## src/rtl/lsu_mem_ctrl.sv

```systemverilog
// Purpose: single-outstanding load/store sequencer in front of memory_bus (range check, strobe build, load extension).
// Latency: bus strobe 1 cycle after accept; result 1 cycle after the bus response, or TIMEOUT cycles after entering WAIT.
// Backpressure: lsu_req_ready only while idle; the result is held stable until lsu_rsp_ready.
//
// Ports:
//   CLK, RST                       clock, synchronous active-high reset
//   flush                          squashes the pending op or its held result
//   lsu_req_* / lsu_addr.. lsu_tag request from execute (valid/ready)
//   lsu_rsp_*                      result to writeback (valid/ready), err 0=ok 1=access fault 2=timeout
//   mem_mstReq_valid, mem_*        one-cycle request strobe and payload to memory_bus
//   mem_data_r, mem_slvRsp_valid   response from memory_bus
module lsu_mem_ctrl #(
  parameter int TAG_W   = 6,
  parameter int TIMEOUT = 16
) (
  input  logic             CLK,
  input  logic             RST,
  input  logic             flush,
  input  logic             lsu_req_valid,
  output logic             lsu_req_ready,
  input  logic [63:0]      lsu_addr,
  input  logic [63:0]      lsu_data_w,
  input  logic [1:0]       lsu_size,
  input  logic             lsu_unsigned,
  input  logic             lsu_wen,
  input  logic [TAG_W-1:0] lsu_tag,
  output logic             lsu_rsp_valid,
  input  logic             lsu_rsp_ready,
  output logic [63:0]      lsu_rsp_data,
  output logic [TAG_W-1:0] lsu_rsp_tag,
  output logic [1:0]       lsu_rsp_err,
  output logic             mem_mstReq_valid,
  output logic [63:0]      mem_addr,
  output logic [63:0]      mem_data_w,
  output logic [7:0]       mem_wstrb,
  output logic             mem_wen,
  input  logic [63:0]      mem_data_r,
  input  logic             mem_slvRsp_valid
);

  localparam int               CNT_W       = $clog2(TIMEOUT);
  localparam logic [CNT_W-1:0] CNT_LAST    = CNT_W'(TIMEOUT - 1);
  localparam logic [1:0]       ERR_OK      = 2'd0;
  localparam logic [1:0]       ERR_ACCESS  = 2'd1;
  localparam logic [1:0]       ERR_TIMEOUT = 2'd2;

  typedef enum logic [1:0] {ST_IDLE, ST_REQ, ST_WAIT, ST_RESP} state_t;

  // Two 256 MiB windows are mapped: 0x8000_0000.. and 0x9000_0000..
  function automatic logic addr_legal(input logic [63:0] addr);
    logic [63:0] hi;
    hi = addr | 64'h0000_0000_0FFF_FFFF;
    return (hi == 64'h0000_0000_8FFF_FFFF) || (hi == 64'h0000_0000_9FFF_FFFF);
  endfunction

  // Unshifted byte mask; memory_bus applies the address offset itself.
  function automatic logic [7:0] size_strb(input logic wen, input logic [1:0] size);
    logic [7:0] strb;
    strb = 8'h00;
    if (wen) begin
      case (size)
        2'd0:    strb = 8'h01;
        2'd1:    strb = 8'h03;
        2'd2:    strb = 8'h0F;
        default: strb = 8'hFF;
      endcase
    end
    return strb;
  endfunction

  function automatic logic [63:0] load_extend(input logic [63:0] raw, input logic [1:0] size,
                                              input logic zext);
    logic [63:0] res;
    res = raw;
    case (size)
      2'd0:    res = zext ? {56'd0, raw[7:0]}  : {{56{raw[7]}},  raw[7:0]};
      2'd1:    res = zext ? {48'd0, raw[15:0]} : {{48{raw[15]}}, raw[15:0]};
      2'd2:    res = zext ? {32'd0, raw[31:0]} : {{32{raw[31]}}, raw[31:0]};
      default: res = raw;
    endcase
    return res;
  endfunction

  state_t           state_q, state_d;

  // Captured request fields
  logic             wen_q, wen_d;
  logic [1:0]       size_q, size_d;
  logic             zext_q, zext_d;
  logic [TAG_W-1:0] tag_q, tag_d;
  logic             legal_q, legal_d;
  logic             drop_q, drop_d;
  logic [CNT_W-1:0] cnt_q, cnt_d;

  // Registered outputs
  logic             req_rdy_q, req_rdy_d;
  logic             mreq_vld_q, mreq_vld_d;
  logic [63:0]      maddr_q, maddr_d;
  logic [63:0]      mdat_q, mdat_d;
  logic [7:0]       mwstrb_q, mwstrb_d;
  logic             mwen_q, mwen_d;
  logic             rsp_vld_q, rsp_vld_d;
  logic [63:0]      rsp_dat_q, rsp_dat_d;
  logic [TAG_W-1:0] rsp_tag_q, rsp_tag_d;
  logic [1:0]       rsp_err_q, rsp_err_d;

  logic             accept;
  logic             drop_now;
  logic             tmo_hit;

  always_comb begin
    state_d    = state_q;
    wen_d      = wen_q;
    size_d     = size_q;
    zext_d     = zext_q;
    tag_d      = tag_q;
    legal_d    = legal_q;
    drop_d     = drop_q;
    cnt_d      = cnt_q;
    mreq_vld_d = mreq_vld_q;
    maddr_d    = maddr_q;
    mdat_d     = mdat_q;
    mwstrb_d   = mwstrb_q;
    mwen_d     = mwen_q;
    rsp_vld_d  = rsp_vld_q;
    rsp_dat_d  = rsp_dat_q;
    rsp_tag_d  = rsp_tag_q;
    rsp_err_d  = rsp_err_q;
    accept     = 1'b0;
    drop_now   = 1'b0;
    tmo_hit    = 1'b0;

    case (state_q)
      ST_IDLE: begin
        drop_d = 1'b0;
        accept = lsu_req_valid & req_rdy_q & ~flush;
        if (accept) begin
          state_d = ST_REQ;
          wen_d   = lsu_wen;
          size_d  = lsu_size;
          zext_d  = lsu_unsigned;
          tag_d   = lsu_tag;
          legal_d = addr_legal(lsu_addr);
          // The strobe and payload are loaded here so they appear exactly during REQ.
          if (legal_d) begin
            mreq_vld_d = 1'b1;
            maddr_d    = lsu_addr;
            mdat_d     = lsu_data_w;
            mwstrb_d   = size_strb(lsu_wen, lsu_size);
            mwen_d     = lsu_wen;
          end
        end
      end

      ST_REQ: begin
        mreq_vld_d = 1'b0;
        maddr_d    = '0;
        mdat_d     = '0;
        mwstrb_d   = '0;
        mwen_d     = 1'b0;
        // A flush here cannot retract the strobe already on the bus; it only marks the result dead.
        drop_now   = drop_q | flush;
        if (legal_q) begin
          state_d = ST_WAIT;
          cnt_d   = '0;
          drop_d  = drop_now;
        end else if (drop_now) begin
          state_d = ST_IDLE;
          drop_d  = 1'b0;
        end else begin
          state_d   = ST_RESP;
          rsp_vld_d = 1'b1;
          rsp_dat_d = '0;
          rsp_tag_d = tag_q;
          rsp_err_d = ERR_ACCESS;
        end
      end

      ST_WAIT: begin
        drop_now = drop_q | flush;
        drop_d   = drop_now;
        cnt_d    = cnt_q + 1'b1;
        tmo_hit  = (cnt_q == CNT_LAST);
        // A response in the timeout cycle still counts as a normal completion.
        if (mem_slvRsp_valid || tmo_hit) begin
          if (drop_now) begin
            state_d = ST_IDLE;
            drop_d  = 1'b0;
          end else begin
            state_d   = ST_RESP;
            rsp_vld_d = 1'b1;
            rsp_tag_d = tag_q;
            if (mem_slvRsp_valid) begin
              rsp_err_d = ERR_OK;
              rsp_dat_d = wen_q ? 64'd0 : load_extend(mem_data_r, size_q, zext_q);
            end else begin
              rsp_err_d = ERR_TIMEOUT;
              rsp_dat_d = '0;
            end
          end
        end
      end

      ST_RESP: begin
        if (lsu_rsp_ready || flush) begin
          state_d   = ST_IDLE;
          rsp_vld_d = 1'b0;
          rsp_dat_d = '0;
          rsp_tag_d = '0;
          rsp_err_d = ERR_OK;
        end
      end

      default: state_d = ST_IDLE;
    endcase

    req_rdy_d = (state_d == ST_IDLE);
  end

  always_ff @(posedge CLK) begin
    if (RST) begin
      state_q    <= ST_IDLE;
      wen_q      <= 1'b0;
      size_q     <= 2'd0;
      zext_q     <= 1'b0;
      tag_q      <= '0;
      legal_q    <= 1'b0;
      drop_q     <= 1'b0;
      cnt_q      <= '0;
      req_rdy_q  <= 1'b1;
      mreq_vld_q <= 1'b0;
      maddr_q    <= '0;
      mdat_q     <= '0;
      mwstrb_q   <= '0;
      mwen_q     <= 1'b0;
      rsp_vld_q  <= 1'b0;
      rsp_dat_q  <= '0;
      rsp_tag_q  <= '0;
      rsp_err_q  <= ERR_OK;
    end else begin
      state_q    <= state_d;
      wen_q      <= wen_d;
      size_q     <= size_d;
      zext_q     <= zext_d;
      tag_q      <= tag_d;
      legal_q    <= legal_d;
      drop_q     <= drop_d;
      cnt_q      <= cnt_d;
      req_rdy_q  <= req_rdy_d;
      mreq_vld_q <= mreq_vld_d;
      maddr_q    <= maddr_d;
      mdat_q     <= mdat_d;
      mwstrb_q   <= mwstrb_d;
      mwen_q     <= mwen_d;
      rsp_vld_q  <= rsp_vld_d;
      rsp_dat_q  <= rsp_dat_d;
      rsp_tag_q  <= rsp_tag_d;
      rsp_err_q  <= rsp_err_d;
    end
  end

  assign lsu_req_ready    = req_rdy_q;
  assign mem_mstReq_valid = mreq_vld_q;
  assign mem_addr         = maddr_q;
  assign mem_data_w       = mdat_q;
  assign mem_wstrb        = mwstrb_q;
  assign mem_wen          = mwen_q;
  assign lsu_rsp_valid    = rsp_vld_q;
  assign lsu_rsp_data     = rsp_dat_q;
  assign lsu_rsp_tag      = rsp_tag_q;
  assign lsu_rsp_err      = rsp_err_q;

endmodule

```

## config.mk

```make
export PLATFORM = sky130hd
export DESIGN_NAME = lsu_mem_ctrl
export DESIGN_NICKNAME = d
export VERILOG_FILES = /design/src/rtl/lsu_mem_ctrl.sv
export SDC_FILE = /design/constraint.sdc
export NUM_CORES = 1
export LEC_CHECK = 0
export ABC_AREA = 1
export CORE_AREA = 2 2 165 167
export CTS_CLUSTER_DIAMETER = 200
export CTS_CLUSTER_SIZE = 8
export DETAILED_ROUTE_END_ITERATION = 6
export DIE_AREA = 0 0 167 169
export DONT_BUFFER_PORTS = 1
export GPL_ROUTABILITY_DRIVEN = 0
export PLACE_DENSITY = 0.47
export SYNTH_ARGS = -nofsm -noshare
export SYNTH_HDL_FRONTEND = slang
export SYNTH_SLANG_ARGS = --single-unit
```

## constraint.sdc

```tcl
create_clock -name CLK -period 2.8 [get_ports CLK]
set_input_delay 0.28 -clock CLK [delete_from_list [all_inputs] [get_ports CLK]]
set_output_delay 0.28 -clock CLK [all_outputs]
set_load 0.005 [all_outputs]
```

# Word-level counts from Yosys, hierarchy flattened
# Index checks and enable logic that the tools add are counted.
# word_totals
regBits	230
latchBits	0
ramBits	0
mem_bits_ro	0
in_bits	208
out_inout_bits	212
mem_count	0
# classes
n_addsub	1
n_mul	0
div_mod_pow	0
n_lt_le_gt_ge	0
n_eq_ne	19
n_shift	0
n_mux	58
n_bitwise	4
reduce_logical	17
# ops
op	n
64-bit two-way mux	14
64-bit one-hot mux with 3 select lines	2
64-bit one-hot mux with 2 select lines	2
36-bit by 4-bit == test with 1-bit output, second input constant	2
6-bit two-way mux	4
8-bit two-way mux	3
8-bit one-hot mux with 3 select lines	1
2-bit two-way mux	11
6-bit one-hot mux with 3 select lines	1
2-bit != test, second input constant	8
8-bit one-hot mux with 2 select lines	1
1-bit two-way mux	11
2-bit == test, second input constant	4
2-bit logical NOT	4
2-bit one-hot mux with 4 select lines	1
4-bit one-hot mux with 2 select lines	1
2-bit by 1-bit == test with 1-bit output, second input constant	3
1-bit one-hot mux with 3 select lines	2
2-bit one-hot mux with 3 select lines	1
2-bit AND reduction	3
6-bit AND reduction	1
3-bit nonzero test	2
4-bit by 1-bit adder with 4-bit output, second input constant	1
4-bit == test, second input constant	1
10 further kinds	15

# Logic depth before layout (Yosys ltp)
# Gate-level depths: netlist of run 1.
# depth
ltp_word	7
mapped_depth	14
ltp_nobuf	13

# Least setup slack after synthesis of run 1
# No wires, ideal clock.
# synth_timing
path_kind	reg-to-reg
start	register state_q[1]
end	register mdat_q[22], in the netlist mem_data_w[22]
arrival_time_ns	1.673
required_ns	2.730
path_slack_ns	1.057
path_stages_with_launch	9
path_buffers	3
cell_sequence	dfxtp_1 inv_1 ha_1 buf_2 nand2_1 buf_2 buf_1 nand3_1 a21oi_1
# synth_between
elab_chain_cells	3
word_cells_on_any_way	7
# synth_lines
item	line_no	text
start, declared	84	state_t state_q, state_d;
start signal, assigned	241	state_q <= state_d;
2-bit by 1-bit == test with 1-bit output or 2-bit logical NOT (tied branches)	133	case (state_q)
2-bit nonzero test (no source line) or 2-bit != test (tied branches)	--	
3-bit AND reduction (no source line)	--	
end signal, assigned	252	mdat_q <= mdat_d;
end, declared	99	logic [63:0] mdat_q, mdat_d;
# Several ways; a longest one is shown, not always the timed one.
# A chain may end at the register's enable or synchronous reset.

# Worst setup path in the final report of run 1
# layout_timing
start	register state_q[0]
end	register mdat_q[43], in the netlist mem_data_w[43]
# Same word-level chain as after synthesis.

==> PnR_summary.wiki, run 1 <==
{| class="wikitable"
! Metric !! Value
|-
| Hold path startpoint || mem_data_r[0]
|-
| TritonCTS clock tree || built
|-
| Die area || around 28000 um^2
|-
| Tot Pwr || 7820 uW
|-
| Clock power frac || 45.7%
|-
| Overflow left after global routing || 0
|-
| Post-route cell area || about 12000 um^2
|-
| Part of the power in combinational logic || between 10% and 20%
|-
| Routed wire length || 31.7 mm
|-
| Largest net degree at the start of global routing || 142
|-
| Number of warnings issued by yosys || 0
|-
| Layer carrying the most global-route usage || met2
|-
| Register bit total from synthesis || ~230
|-
| Ratio of total power to cell area || 654 nW/um^2
|-
| Total net switching power || 2120 uW
|-
| Total number of vias || 8836
|-
| Starting Density || 34.9%
|-
| Share of the core filled with cells in the final layout || 45.2%
|-
| Layout net count || 1480
|-
| Clock insertion delay at the later pin of the skew report || around 0.50 ns
|-
| Number of DRC markers in iteration 0 || 698
|-
| Final setup violation count || 0
|-
| Worst EP arrival || between 3 and 4 ns
|-
| Count of maximum capacitance violations || 0
|-
| Top achievable clock speed || roughly 390 MHz
|-
| Post-Layout Cell Count || 1610
|-
| Fillers || around 2600
|-
| Number of placement rows || 60
|-
| M2 GR Usage || 36.8%
|-
| Hold path endpoint || lsu_rsp_data[0]
|-
| Count of pins over their slew limit || 0
|-
| Post-synth ARST share || 0%
|-
| Synthesized instance count || 1164
|-
| Synth Flop Type || sky130_fd_sc_hd__dfxtp_1
|-
| H-Tree Level Count || 2
|-
| Total number of clock tree sinks || 225
|-
| Grt met3 use || 6.41%
|-
| Synthesis-to-layout area growth || 29.2%
|-
| Width of the die || ~170 um
|-
| Slew @ Worst Pin || 0.773 ns
|-
| Cells taking the most area after synthesis || sky130_fd_sc_hd__dfxtp_1 (49%), sky130_fd_sc_hd__a21oi_1 (9.2%), sky130_fd_sc_hd__nand4_1 (8.3%)
|-
| Mean routed wirelength per cell || 19.7 um
|-
| Number of nets with antenna violations after detailed routing || 0
|-
| Number of antenna violations at the first check in global routing || 1
|-
| Headroom to the max-slew limit || 48.5%
|-
| Post-layout minimum cycle time || 2.60 ns
|-
| Syn Nets || between 1000 and 1500
|-
| Kind of end point of the critical path || flop
|-
| Internal power || 5700 uW
|-
| Clock-pin slew on the worst setup and hold paths || 0.05 ns
|-
| Instance area after placement || approximately 9300 um^2
|-
| Setup total negative slack || 0 ns
|-
| Area fraction of the dominant cell type after synthesis || 48.6%
|-
| Worst R2R Start || state_q[0]
|-
| First-pass DRT Iterations || 5
|-
| Met1 Usage GRT || 25.3%
|-
| Post-detailed-placement half-perimeter wirelength || around 19 mm
|-
| Combined area of all synthesized cells || 9260 um^2
|-
| Buffer count from post-CTS setup fixing || 0
|-
| Placeable core area || about 27000 um^2
|-
| Worst endpoint required time || between 3 and 4 ns
|-
| Sequential share of the synthesized area || roughly half
|-
| Buffers added on ports || 0
|-
| Leading area contributor after synthesis || sky130_fd_sc_hd__dfxtp_1
|-
| Total global routing track utilization || about a fifth
|-
| Type of element launching the critical path || flop
|-
| Reg2reg setup slack || 0.20 ns
|-
| Final hold violations || 0
|-
| Mean instance size in the synthesized netlist || 7.96 um^2
|-
| Worst reg-to-reg path cell count || 10
|-
| Cell total after placement || 1403
|-
| Outcome || finished, final reports clean
|-
| Worst clock skew on the final layout || 0.00697 ns
|-
| Cts bufs inserted || 34
|-
| Fraction of final layout cells sized beyond drive strength 1 || 7.49%
|-
| Vias in the first global route || approximately 8600
|-
| Cell leakage power || 0.00426 uW
|-
| Post-detailed-route DRC marker count || 0
|-
| Share of total power consumed by net switching || 27.1%
|-
| Number of unique standard cell types used by synthesis || 30
|-
| Number of I/O pins || 420
|-
| Clock tree buffer depth || 3
|-
| Wire length of the first global-routing pass || between 40 and 50 mm
|-
| Count of flip-flops with a built-in enable after synthesis || 0
|-
| Terminus of the critical flop-to-flop path || mem_data_w[43]
|-
| Peak VDD IR || roughly 0.5 mV
|-
| Part of the total power dissipated in sequential elements || 42.1%
|-
| Depth of the worst hold-timing path || 2
|-
| Die Span Y || roughly 170 um
|-
| Share of the clock period used by the worst path after layout || 92.7%
|-
| Drt via density || 5.49
|-
| Worst Path Max Fanout || 94
|-
| Root buffer cell || sky130_fd_sc_hd__clkbuf_16
|-
| Class of the worst hold path || input pin to flop
|-
| Worst setup path category || flop to flop
|}
==> worst max path at each step <==
stage,start,end,cells after the start
global route,state_q[0],mem_data_w[43],10
global placement,state_q[1],mem_addr[55],10
detailed placement,state_q[1],mem_addr[58],10
floorplan,state_q[1],mem_data_w[22],8
CTS,state_q[0],lsu_rsp_data[56],14
finish,state_q[0],mem_data_w[43],10
==> logic make-up after synthesis <==
group / count (synthesis) / share of synthesized area [%]
buffers and inverters: 153 / 7.78
adders and majority gates: 7 / 0.946
AOI/OAI and AO/OA: 210 / 11.4
and+or+nand+nor: 569 / 31.2
DFF: 225 / 48.6
==> state kept, by name (all words and copies together) (netlist names) <==
| name | cells |
|---|---|
| cnt_q | 4 |
| legal_q | 1 |
| drop_q | 1 |
| lsu_rsp_valid | 1 |
| wen_q | 1 |
| mem_addr | 64 |
| tag_q | 6 |
| state_q | 2 |
| mem_mstReq_valid | 1 |
| zext_q | 1 |
| lsu_rsp_data | 64 |
| lsu_req_ready | 1 |
| lsu_rsp_tag | 6 |
| size_q | 2 |
| mem_data_w | 64 |
| mem_wstrb | 4 |
| lsu_rsp_err | 2 |
==> worst max-delay path, stage by stage (launching register included) <==
cell and delay [ns]:
sky130_fd_sc_hd__dfxtp_1 0.35, sky130_fd_sc_hd__inv_2 0.11, sky130_fd_sc_hd__ha_1 0.15, sky130_fd_sc_hd__inv_1 0.11, sky130_fd_sc_hd__nor2_8 0.19, sky130_fd_sc_hd__nand2_1 0.12, sky130_fd_sc_hd__nor2_4 0.19, sky130_fd_sc_hd__clkbuf_16 0.35
sky130_fd_sc_hd__nand4_1 0.20, sky130_fd_sc_hd__a21oi_1 0.18, sky130_fd_sc_hd__dlygate4sd3_1 0.55
==> timing repair <==
item | CTS | global route
endpoints found under the setup margin | 0 | 48
endpoints found under the hold margin | 219 | 0
hold buffers | 167 | 0
resized for setup | 0 | 12
==> cell type report <==
| type | count | area (um^2) | area share, % |
|---|---|---|---|
| flip-flops and latches | 225 | 4500 | 37.6 |
| well taps | 341 | 427 | 3.57 |
| inverters | 37 | 139 | 1.16 |
| repair buffers | 181 | 1920 | 16.0 |
| clock buffers | 35 | 855 | 7.14 |
| clock inverters | 4 | 42.5 | 0.355 |
| diodes | 1 | 2.50 | 0.0209 |
| multi-input cells | 786 | 4080 | 34.1 |
==> synthesized netlist by cell type (2+ instances only) <==
cell type	number
sky130_fd_sc_hd__a21oi_1	171
sky130_fd_sc_hd__buf_2	42
sky130_fd_sc_hd__buf_4	17
sky130_fd_sc_hd__buf_6	4
sky130_fd_sc_hd__clkbuf_1	52
sky130_fd_sc_hd__dfxtp_1	225
sky130_fd_sc_hd__ha_1	7
sky130_fd_sc_hd__inv_1	33
sky130_fd_sc_hd__inv_2	4
sky130_fd_sc_hd__nand2_1	138
sky130_fd_sc_hd__nand3_1	142
sky130_fd_sc_hd__nand4_1	123
sky130_fd_sc_hd__nor2_1	96
sky130_fd_sc_hd__nor2_2	4
sky130_fd_sc_hd__nor3_1	3
sky130_fd_sc_hd__nor3b_1	34
sky130_fd_sc_hd__o21ai_0	36
sky130_fd_sc_hd__o21ai_1	2
sky130_fd_sc_hd__or2_2	20
==> layout by cell type (no fill, tap or decap) <==
cell type,synthesis,layout
sky130_fd_sc_hd__nand2_2,1,2
sky130_fd_sc_hd__diode_2,0,1
sky130_fd_sc_hd__nand4_1,123,123
sky130_fd_sc_hd__nor2_8,1,1
sky130_fd_sc_hd__and3_1,1,1
sky130_fd_sc_hd__buf_16,0,2
sky130_fd_sc_hd__nor2_1,96,96
sky130_fd_sc_hd__nor3_4,0,1
sky130_fd_sc_hd__nor2_4,1,3
sky130_fd_sc_hd__nand2_1,138,135
sky130_fd_sc_hd__and2_4,1,1
sky130_fd_sc_hd__o211ai_2,1,1
sky130_fd_sc_hd__or2_2,20,20
sky130_fd_sc_hd__nand3_4,1,1
sky130_fd_sc_hd__buf_12,0,6
sky130_fd_sc_hd__nand3b_4,1,1
sky130_fd_sc_hd__ha_1,7,7
sky130_fd_sc_hd__inv_6,0,2
sky130_fd_sc_hd__nand3_1,142,142
sky130_fd_sc_hd__a21oi_1,171,171
sky130_fd_sc_hd__clkbuf_1,52,1
sky130_fd_sc_hd__nor2_2,4,2
sky130_fd_sc_hd__o21ai_0,36,36
sky130_fd_sc_hd__clkinv_8,0,1
sky130_fd_sc_hd__nand2_8,0,1
sky130_fd_sc_hd__nor3_1,3,3
sky130_fd_sc_hd__o21ai_1,2,2
sky130_fd_sc_hd__buf_6,4,1
sky130_fd_sc_hd__buf_8,0,1
sky130_fd_sc_hd__clkinv_4,0,1
sky130_fd_sc_hd__inv_2,4,6
sky130_fd_sc_hd__clkbuf_16,0,35
sky130_fd_sc_hd__nor3b_1,34,34
sky130_fd_sc_hd__buf_4,17,4
sky130_fd_sc_hd__dlygate4sd3_1,0,166
sky130_fd_sc_hd__nand2_4,1,2
sky130_fd_sc_hd__inv_1,33,31
sky130_fd_sc_hd__dfxtp_1,225,225
==> stage by stage <==
stage,setup slack [ns],hold WS (ns)
floorplan,1.06,0.415
global placement,0.558,0.362
detailed placement,0.487,0.363
CTS,0.0703,0.00372
finish,0.204,0.0166
global route,-0.00895,0.0358
==> power groups by stage <==
stage / registers, uW / logic (uW) / clock network [uW]
finish: 3290 / 950 / 3580
global route: 3300 / 1050 / 3820
CTS: 3290 / 944 / 3680
detailed placement: 3360 / 781 / 0
global placement: 3360 / 778 / 0
floorplan: 3330 / 641 / 0
==> layer usage <==
layer	vias to the layer above	part of all wire (%)
li1	4222	-
met1	4168	39
met2	392	50
met3	54	8.8
met4	0	2.5
met5	-	0
Note: power is estimated with default switching activity, not from simulation.
==> inputs of run 2 (changes only) <==
--- a/config.mk
+++ b/config.mk
@@ -6,14 +6,15 @@
 export NUM_CORES = 1
 export LEC_CHECK = 0
 export ABC_AREA = 1
-export CORE_AREA = 2 2 165 167
+export CELL_PAD_IN_SITES_DETAIL_PLACEMENT = 1
+export CELL_PAD_IN_SITES_GLOBAL_PLACEMENT = 2
+export CORE_UTILIZATION = 36
 export CTS_CLUSTER_DIAMETER = 200
 export CTS_CLUSTER_SIZE = 8
 export DETAILED_ROUTE_END_ITERATION = 6
-export DIE_AREA = 0 0 167 169
 export DONT_BUFFER_PORTS = 1
 export GPL_ROUTABILITY_DRIVEN = 0
-export PLACE_DENSITY = 0.47
+export PLACE_DENSITY = 0.81
 export SYNTH_ARGS = -nofsm -noshare
 export SYNTH_HDL_FRONTEND = slang
 export SYNTH_SLANG_ARGS = --single-unit
==> run 2 against run 1 <==
  * Wire length rose by 7.6%
  * Worst hold slack improved by 0.028 ns
  * Cell area rose by 0.95%
  * Die area fell by 6.6%
  * First-iteration DRC count fell by 5.7%
  * Clock skew rose by 0.0080 ns
  * Sequential power barely moved
  * Total power rose by 0.47%
  * Clock power barely moved
  * Critical endpoint is now lsu_rsp_data[26]
  * Largest cell class unchanged
==> PnR_summary.wiki, run 2 (synthesis results as in run 1) <==
{| class="wikitable"
! Metric !! Value
|-
| Overflow left after global routing || 0
|-
| Starting Density || ~37%
|-
| First-pass DRT Iterations || 6
|-
| ANT cells || 0
|-
| Hold path endpoint || mem_wstrb[6]
|-
| TritonCTS clock tree || built
|-
| Number of I/O pins || between 400 and 500
|-
| Number of placement rows || 58
|-
| Buffers added on ports || 0
|-
| Cell leakage power || 0.00434 uW
|-
| Number of nets with antenna violations after detailed routing || 0
|-
| Synthesis-to-layout area growth || 30.4%
|-
| Worst Path Max Fanout || 46
|-
| Drt via density || about 5.7
|-
| Root buffer cell || sky130_fd_sc_hd__clkbuf_16
|-
| Number of DRC markers in iteration 0 || approximately 660
|-
| Commonest non-fill, non-tap cells in the layout || sky130_fd_sc_hd__dfxtp_1 (224), sky130_fd_sc_hd__dlygate4sd3_1 (173), sky130_fd_sc_hd__a21oi_1 (171)
|-
| Depth of the worst hold-timing path || 4
|-
| Clock tree buffer depth || 3
|-
| RSZ-0062 raised after global routing || false
|-
| Class of the worst hold path || input pin to flop
|-
| Post-layout minimum cycle time || 2.61 ns
|-
| Worst EP arrival || 3.05 ns
|-
| Terminus of the critical flop-to-flop path || lsu_rsp_data[26]
|-
| Post-detailed-route DRC marker count || 0
|-
| Worst endpoint required time || 3.24 ns
|-
| Total number of vias || 9108
|-
| Width of the die || 162 um
|-
| Count of maximum capacitance violations || 0
|-
| Wire length of the first global-routing pass || 51.9 mm
|-
| Count of pins over their slew limit || 0
|-
| Number of antenna violations at the first check in global routing || 0
|-
| Worst reg-to-reg path cell count || 13
|-
| Die area || ~26000 um^2
|-
| Outcome || finished, final reports clean
|-
| Die Span Y || 162 um
|-
| Top achievable clock speed || 383 MHz
|-
| Post-route cell area || 12100 um^2
|-
| Hold path startpoint || lsu_size[1]
|-
| Setup total negative slack || 0 ns
|-
| Total global routing track utilization || 24.7%
|-
| Share of the clock period used by the worst path after layout || 93.1%
|-
| Ratio of total power to cell area || 651 nW/um^2
|-
| Mean routed wirelength per cell || 21.2 um
|-
| Slew @ Worst Pin || 0.741 ns
|-
| Type of element launching the critical path || flop
|-
| Worst clock skew on the final layout || roughly 0.015 ns
|-
| Final setup violation count || 0
|-
| Placeable core area || 25200 um^2
|-
| Post-detailed-placement half-perimeter wirelength || 19.9 mm
|-
| Instance area after placement || ~9400 um^2
|-
| Largest net degree at the start of global routing || around 140
|-
| Layout net count || ~1500
|-
| H-Tree Level Count || 2
|-
| Final hold violations || 0
|-
| Fraction of final layout cells sized beyond drive strength 1 || 7.89%
|-
| Most common cell after layout, fill and taps aside || sky130_fd_sc_hd__dfxtp_1
|-
| Vias in the first global route || 9373
|-
| Kind of end point of the critical path || flop
|-
| Clock insertion delay at the later pin of the skew report || 0.50 ns
|-
| Routed wire length || around 34 mm
|-
| Headroom to the max-slew limit || just over 50%
|-
| Worst R2R Start || state_q[0]
|-
| Clock-pin slew on the worst setup and hold paths || 0.05 ns
|-
| Cts bufs inserted || 34
|-
| Reg2reg setup slack || 0.19 ns
|-
| Worst setup path category || flop to flop
|-
| Peak VDD IR || 0.465 mV
|-
| Total number of clock tree sinks || 225
|}
==> run 2: cell type report <==
| class | instances | area [um^2] |
|---|---|---|
| inverters | 37 | 139 |
| flip-flops and latches | 225 | 4510 |
| repair buffers | 193 | 2040 |
| clock buffers | 35 | 855 |
| clock inverters | 4 | 42.5 |
| multi-input cells | 786 | 4080 |
| fillers | 2963 | 13100 |
| well taps | 330 | 413 |
==> run 2: metal layers <==
metal	wire [um]	part of all wire [%]	vias to the layer above	GRT usage, %
met5	0	0	-	0
met4	1620	4.7	0	12.8
met3	2880	8.4	92	7.18
met2	16800	49	400	42.7
met1	12900	38	4357	27.5
li1	-	-	4259	-
==> run 2: power by group <==
part	leakage [uW]	switching, uW	internal (uW)
sequential	0.00181	49.3	3250
clock	0.000440	1430	2160
combinational	0.00208	668	312
==> run 2: worst max-delay path by stage <==
stage                          start                to  slack [ns]  cells past startpoint
after floorplan           state_q[1]    mem_data_w[22]        1.06                      8
after CTS                 state_q[1]  lsu_rsp_data[55]        0.01                     12
final                     state_q[0]  lsu_rsp_data[26]        0.19                     13
after global placement    state_q[0]    lsu_rsp_err[0]        0.65                     11
after global routing      state_q[0]  lsu_rsp_data[11]        0.02                     12
after detailed placement  state_q[1]   lsu_rsp_data[3]        0.54                      9
==> run 2: repair_timing <==
action,4_1_cts,5_1_grt
gates resized for setup,0,13
hold buffers,174,0
buffers inserted,0,2
setup endpoints to repair,0,59
hold endpoints to repair,220,0
==> run 2: worst max-delay path: stages, from the launching register on <==
cell	delay, ns
sky130_fd_sc_hd__dfxtp_2	0.37
sky130_fd_sc_hd__inv_1	0.11
sky130_fd_sc_hd__ha_1	0.27
sky130_fd_sc_hd__inv_2	0.14
sky130_fd_sc_hd__nor2_1	0.07
sky130_fd_sc_hd__nand2_1	0.08
sky130_fd_sc_hd__nand2_1	0.09
sky130_fd_sc_hd__inv_2	0.10
sky130_fd_sc_hd__nand2_4	0.07
sky130_fd_sc_hd__inv_2	0.12
sky130_fd_sc_hd__buf_12	0.23
sky130_fd_sc_hd__nand3_1	0.15
sky130_fd_sc_hd__a21oi_1	0.16
sky130_fd_sc_hd__dlygate4sd3_1	0.57
==> run 2: metrics by stage <==
step	hold WS [ns]	total power [uW]	setup WS (ns)	utilization, %	std cells
floorplan	0.415	3970	1.06	-	1164
global placement	0.362	4130	0.654	37.2	1395
detailed placement	0.364	4130	0.542	37.2	1395
CTS	0.0122	7900	0.0114	47.8	1608
global route	0.0326	8170	0.0193	48.0	1610
finish	0.0443	7860	0.192	48.0	1610
==> inputs of run 3 (changes only) <==
==> config.mk (replaced) <==
export PLATFORM = sky130hd
export DESIGN_NAME = lsu_mem_ctrl
export DESIGN_NICKNAME = d
export VERILOG_FILES = /design/src/rtl/lsu_mem_ctrl.sv
export SDC_FILE = /design/constraint.sdc
export NUM_CORES = 1
export LEC_CHECK = 0
export CELL_PAD_IN_SITES_DETAIL_PLACEMENT = 1
export CELL_PAD_IN_SITES_GLOBAL_PLACEMENT = 2
export CORE_AREA = 2 2 161 163
export CTS_CLUSTER_DIAMETER = 200
export CTS_CLUSTER_SIZE = 8
export DETAILED_ROUTE_END_ITERATION = 6
export DIE_AREA = 0 0 163 165
export DONT_BUFFER_PORTS = 1
export GPL_ROUTABILITY_DRIVEN = 0
export GPL_TIMING_DRIVEN = 0
export PLACE_DENSITY = 0.69
export SYNTH_ARGS = -nofsm -noshare
export SYNTH_HDL_FRONTEND = slang
export SYNTH_SLANG_ARGS = --single-unit
==> run 3 against run 2 <==
  * First-iteration DRC count shrank 49%
  * Count of clock-buffer cells in the layout is 1 higher
  * Largest cell class unchanged
  * Combinational power decreased by 54%
  * Sequential cell count stayed put
  * Sequential power is 2% lower
  * Critical endpoint is now lsu_rsp_data[52]
  * Synthesized area is 12% lower
  * Largest power group unchanged
  * Synthesized cell count shrank 34%
  * Critical path depth shrank 5
  * Global-route usage down 2.7 points
  * Final cell count decreased by 20%
==> PnR_summary.wiki, run 3 <==
{| class="wikitable"
! Metric !! Value
|-
| Outcome || finished, final reports clean
|-
| Combined area of all synthesized cells || 8110 um^2
|-
| Layout net count || 1162
|-
| Tot Pwr || 7310 uW
|-
| Series of cell instances along the critical path || inv_1 -> ha_1 -> buf_2 -> inv_1 -> o2111a_1 -> o211ai_2 -> buf_4 -> o2bb2ai_1
|-
| Leading area contributor after synthesis || sky130_fd_sc_hd__dfxtp_1
|-
| Total global routing track utilization || 22.0%
|-
| Buffers added on ports || 0
|-
| Number of nets with antenna violations after detailed routing || 0
|-
| Post-layout minimum cycle time || 2.49 ns
|-
| Die area || around 27000 um^2
|-
| Post-Layout Cell Count || 1280
|-
| Setup total negative slack || 0 ns
|-
| Final hold violations || 0
|-
| Slew @ Worst Pin || 0.626 ns
|-
| Cells taking the most area after synthesis || sky130_fd_sc_hd__dfxtp_1 (56%), sky130_fd_sc_hd__a22o_1 (10%), sky130_fd_sc_hd__o2bb2ai_1 (3.6%)
|-
| Syn Nets || between 900 and 1000
|-
| M2 GR Usage || 38.2%
|-
| Register bit total from synthesis || 225
|-
| Met1 Usage GRT || 24.4%
|-
| Simple-Gate Fraction of Synth Area || around 14%
|-
| Complex-gate fraction of the synthesized area || 20.6%
|-
| Post-synth ARST share || 0%
|-
| Count of pins over their slew limit || 0
|-
| Post-detailed-placement half-perimeter wirelength || about 21 mm
|-
| Most common cell in the netlist || sky130_fd_sc_hd__dfxtp_1
|-
| Worst clock skew on the final layout || 0.0163 ns
|-
| Total number of clock tree sinks || 225
|-
| Class of the worst hold path || input pin to flop
|-
| Cell leakage power || roughly 0.0043 uW
|-
| Most common cell after layout, fill and taps aside || sky130_fd_sc_hd__dfxtp_1
|-
| Width of the die || 163 um
|-
| Ratio of total power to cell area || 670 nW/um^2
|-
| Fraction of final layout cells sized beyond drive strength 1 || 9.47%
|-
| Synthesized instance count || 765
|-
| Kind of end point of the critical path || flop
|-
| Worst endpoint required time || roughly 3.2 ns
|-
| Overflow left after global routing || 0
|-
| Clock insertion delay at the later pin of the skew report || 0.49 ns
|-
| Commonest cells in the synthesized netlist || sky130_fd_sc_hd__dfxtp_1 (225), sky130_fd_sc_hd__a22o_1 (97), sky130_fd_sc_hd__nand2_1 (52), sky130_fd_sc_hd__a21oi_1 (45), sky130_fd_sc_hd__nor2_1 (40)
|-
| Clock tree buffer depth || 3
|-
| H-Tree Level Count || 2
|-
| Vias in the first global route || between 7000 and 8000
|-
| Most frequent cell on the critical path || sky130_fd_sc_hd__inv_1
|-
| Clock-pin slew on the worst setup and hold paths || 0.05 ns
|-
| Number of I/O pins || 420
|-
| Commonest non-fill, non-tap cells in the layout || sky130_fd_sc_hd__dfxtp_1 (225), sky130_fd_sc_hd__dlygate4sd3_1 (146), sky130_fd_sc_hd__a22o_1 (97)
|-
| Number of unique standard cell types used by synthesis || 51
|-
| Buffer count from post-CTS setup fixing || 0
|-
| Final setup violation count || 0
|-
| Headroom to the max-slew limit || 58.2%
|-
| Starting Density || 32.4%
|-
| Placeable core area || 25000 um^2
|-
| Worst EP arrival || approximately 2.9 ns
|-
| Synthesized-area fraction occupied by xor and xnor cells || 0%
|-
| Grt met3 use || 8.36%
|-
| Cts bufs inserted || 34
|-
| Worst Path Max Fanout || 10
|-
| Synth Flop Type || sky130_fd_sc_hd__dfxtp_1
|-
| Synthesis-to-layout area growth || 34.5%
|-
| Hold path startpoint || lsu_size[0]
|-
| Mean routed wirelength per cell || 24.2 um
|-
| Area fraction of the dominant cell type after synthesis || 55.5%
|-
| Post-synthesis mux area share || between 4 and 5%
|-
| Layer carrying the most global-route usage || met2
|-
| TritonCTS clock tree || built
|-
| Share of the clock period used by the worst path after layout || 88.9%
|-
| Critical path origin || state_q[0]
|-
| Worst R2R Start || state_q[0]
|-
| Number of antenna violations at the first check in global routing || 1
|-
| Count of flip-flops with a built-in enable after synthesis || 0
|-
| Die Span Y || 165 um
|-
| Peak VDD IR || approximately 0.46 mV
|-
| Routed wire length || between 30 and 40 mm
|-
| Post-detailed-route DRC marker count || 0
|-
| Dominant combinational cell family by area after synthesis || compound AO/OA/AOI/OAI gates
|-
| Count of cells resized by post-cts repair || 0
|-
| Number of placement rows || 58
|-
| Share of the core filled with cells in the final layout || approximately 44%
|-
| Root buffer cell || sky130_fd_sc_hd__clkbuf_16
|-
| Total number of vias || 6839
|-
| Worst setup path category || flop to flop
|-
| Slowest cell on the critical path || sky130_fd_sc_hd__o2111a_1
|-
| Cell total after placement || 1095
|-
| Wire length of the first global-routing pass || roughly 46 mm
|-
| Count of maximum capacitance violations || 0
|-
| Number of buffers inserted for hold repair after clock tree synthesis || 146
|-
| ANT cells || 0
|-
| Drt via density || 5.34
|-
| Type of element launching the critical path || flop
|-
| Top achievable clock speed || between 400 and 500 MHz
|-
| Number of DRC markers in iteration 0 || around 340
|-
| RSZ-0062 raised after global routing || false
|-
| Largest stage delay on the critical path || 0.50 ns
|-
| Number of warnings issued by yosys || 0
|-
| Largest net degree at the start of global routing || 11
|-
| Worst hold slack after final layout || 0.0167 ns
|-
| First-pass DRT Iterations || 4
|-
| Sequential share of the synthesized area || between 50 and 60%
|-
| Adder and majority gate portion of the synthesized area || between 1 and 1.5%
|-
| Mean instance size in the synthesized netlist || between 10 and 15 um^2
|}
run 3: changes by cell type in the layout (fill, tap and decap cells not counted), sizes merged, moves of 27 or more:
cell         change
a21oi          -125
a22o            +97
and2            +35
dlygate4sd3     -27
inv             -33
nand2           -88
nand3          -140
nand4          -123
nor2            -62
nor3b           -33
o2bb2ai         +33
run 3: cell families (layout without fill, tap and decap cells):
logic type | Yosys count | count (layout)
flops | 225 | 225
compound gates | 220 | 220
simple gates | 207 | 207
buf+inv | 72 | 257
mux | 34 | 34
fa+ha+maj | 7 | 7
run 3: report_power, final:
group	internal (uW)	total, uW	switching [uW]
Clock	2210	3620	1410
Sequential	3220	3240	12.9
Combinational	217	454	238
run 3: layer usage:
layer / part of all wire [%] / routed length [um]
met1: 39 / 12000
met2: 49 / 15100
met3: 9.1 / 2830
met4: 3.5 / 1070
met5: 0.042 / 13
run 3: path summary, 6_finish.rpt:
path | slack [ns] | to | cells after the start
worst max register to register | 0.31 | lsu_rsp_data[52] | 8
worst max-delay path | 0.31 | lsu_rsp_data[52] | 8
worst min-delay path | 0.02 | mem_wstrb[1] | 2
worst min register to register | 0.46 | tag_q[5] | 2
run 3: worst max-delay path, delay by kind of cell, from the launching register on:
family | cells | cell delay (ns)
AO/OA/AOI/OAI | 3 | 0.99
buffers and inverters | 4 | 0.76
flip-flops | 1 | 0.44
adder cells (fa/ha/maj) | 1 | 0.20
run 3: area by class of cell:
type	count	area, um^2
Sequential cell	225	4500
Tap cell	330	413
Inverter	6	22.5
Multi-Input combinational cell	468	3240
Clock inverter	3	41.3
Fill cell	2713	14100
Timing Repair Buffer	146	1460
Clock buffer	36	880
Buffer	66	347
run 3: through the flow:
| stage | setup WS (ns) | cell area [um^2] |
|---|---|---|
| floorplan | 0.886 | 8110 |
| global placement | 0.474 | 8520 |
| detailed placement | 0.341 | 8520 |
| CTS | 0.323 | 10900 |
| global route | 0.0762 | 10900 |
| finish | 0.310 | 10900 |
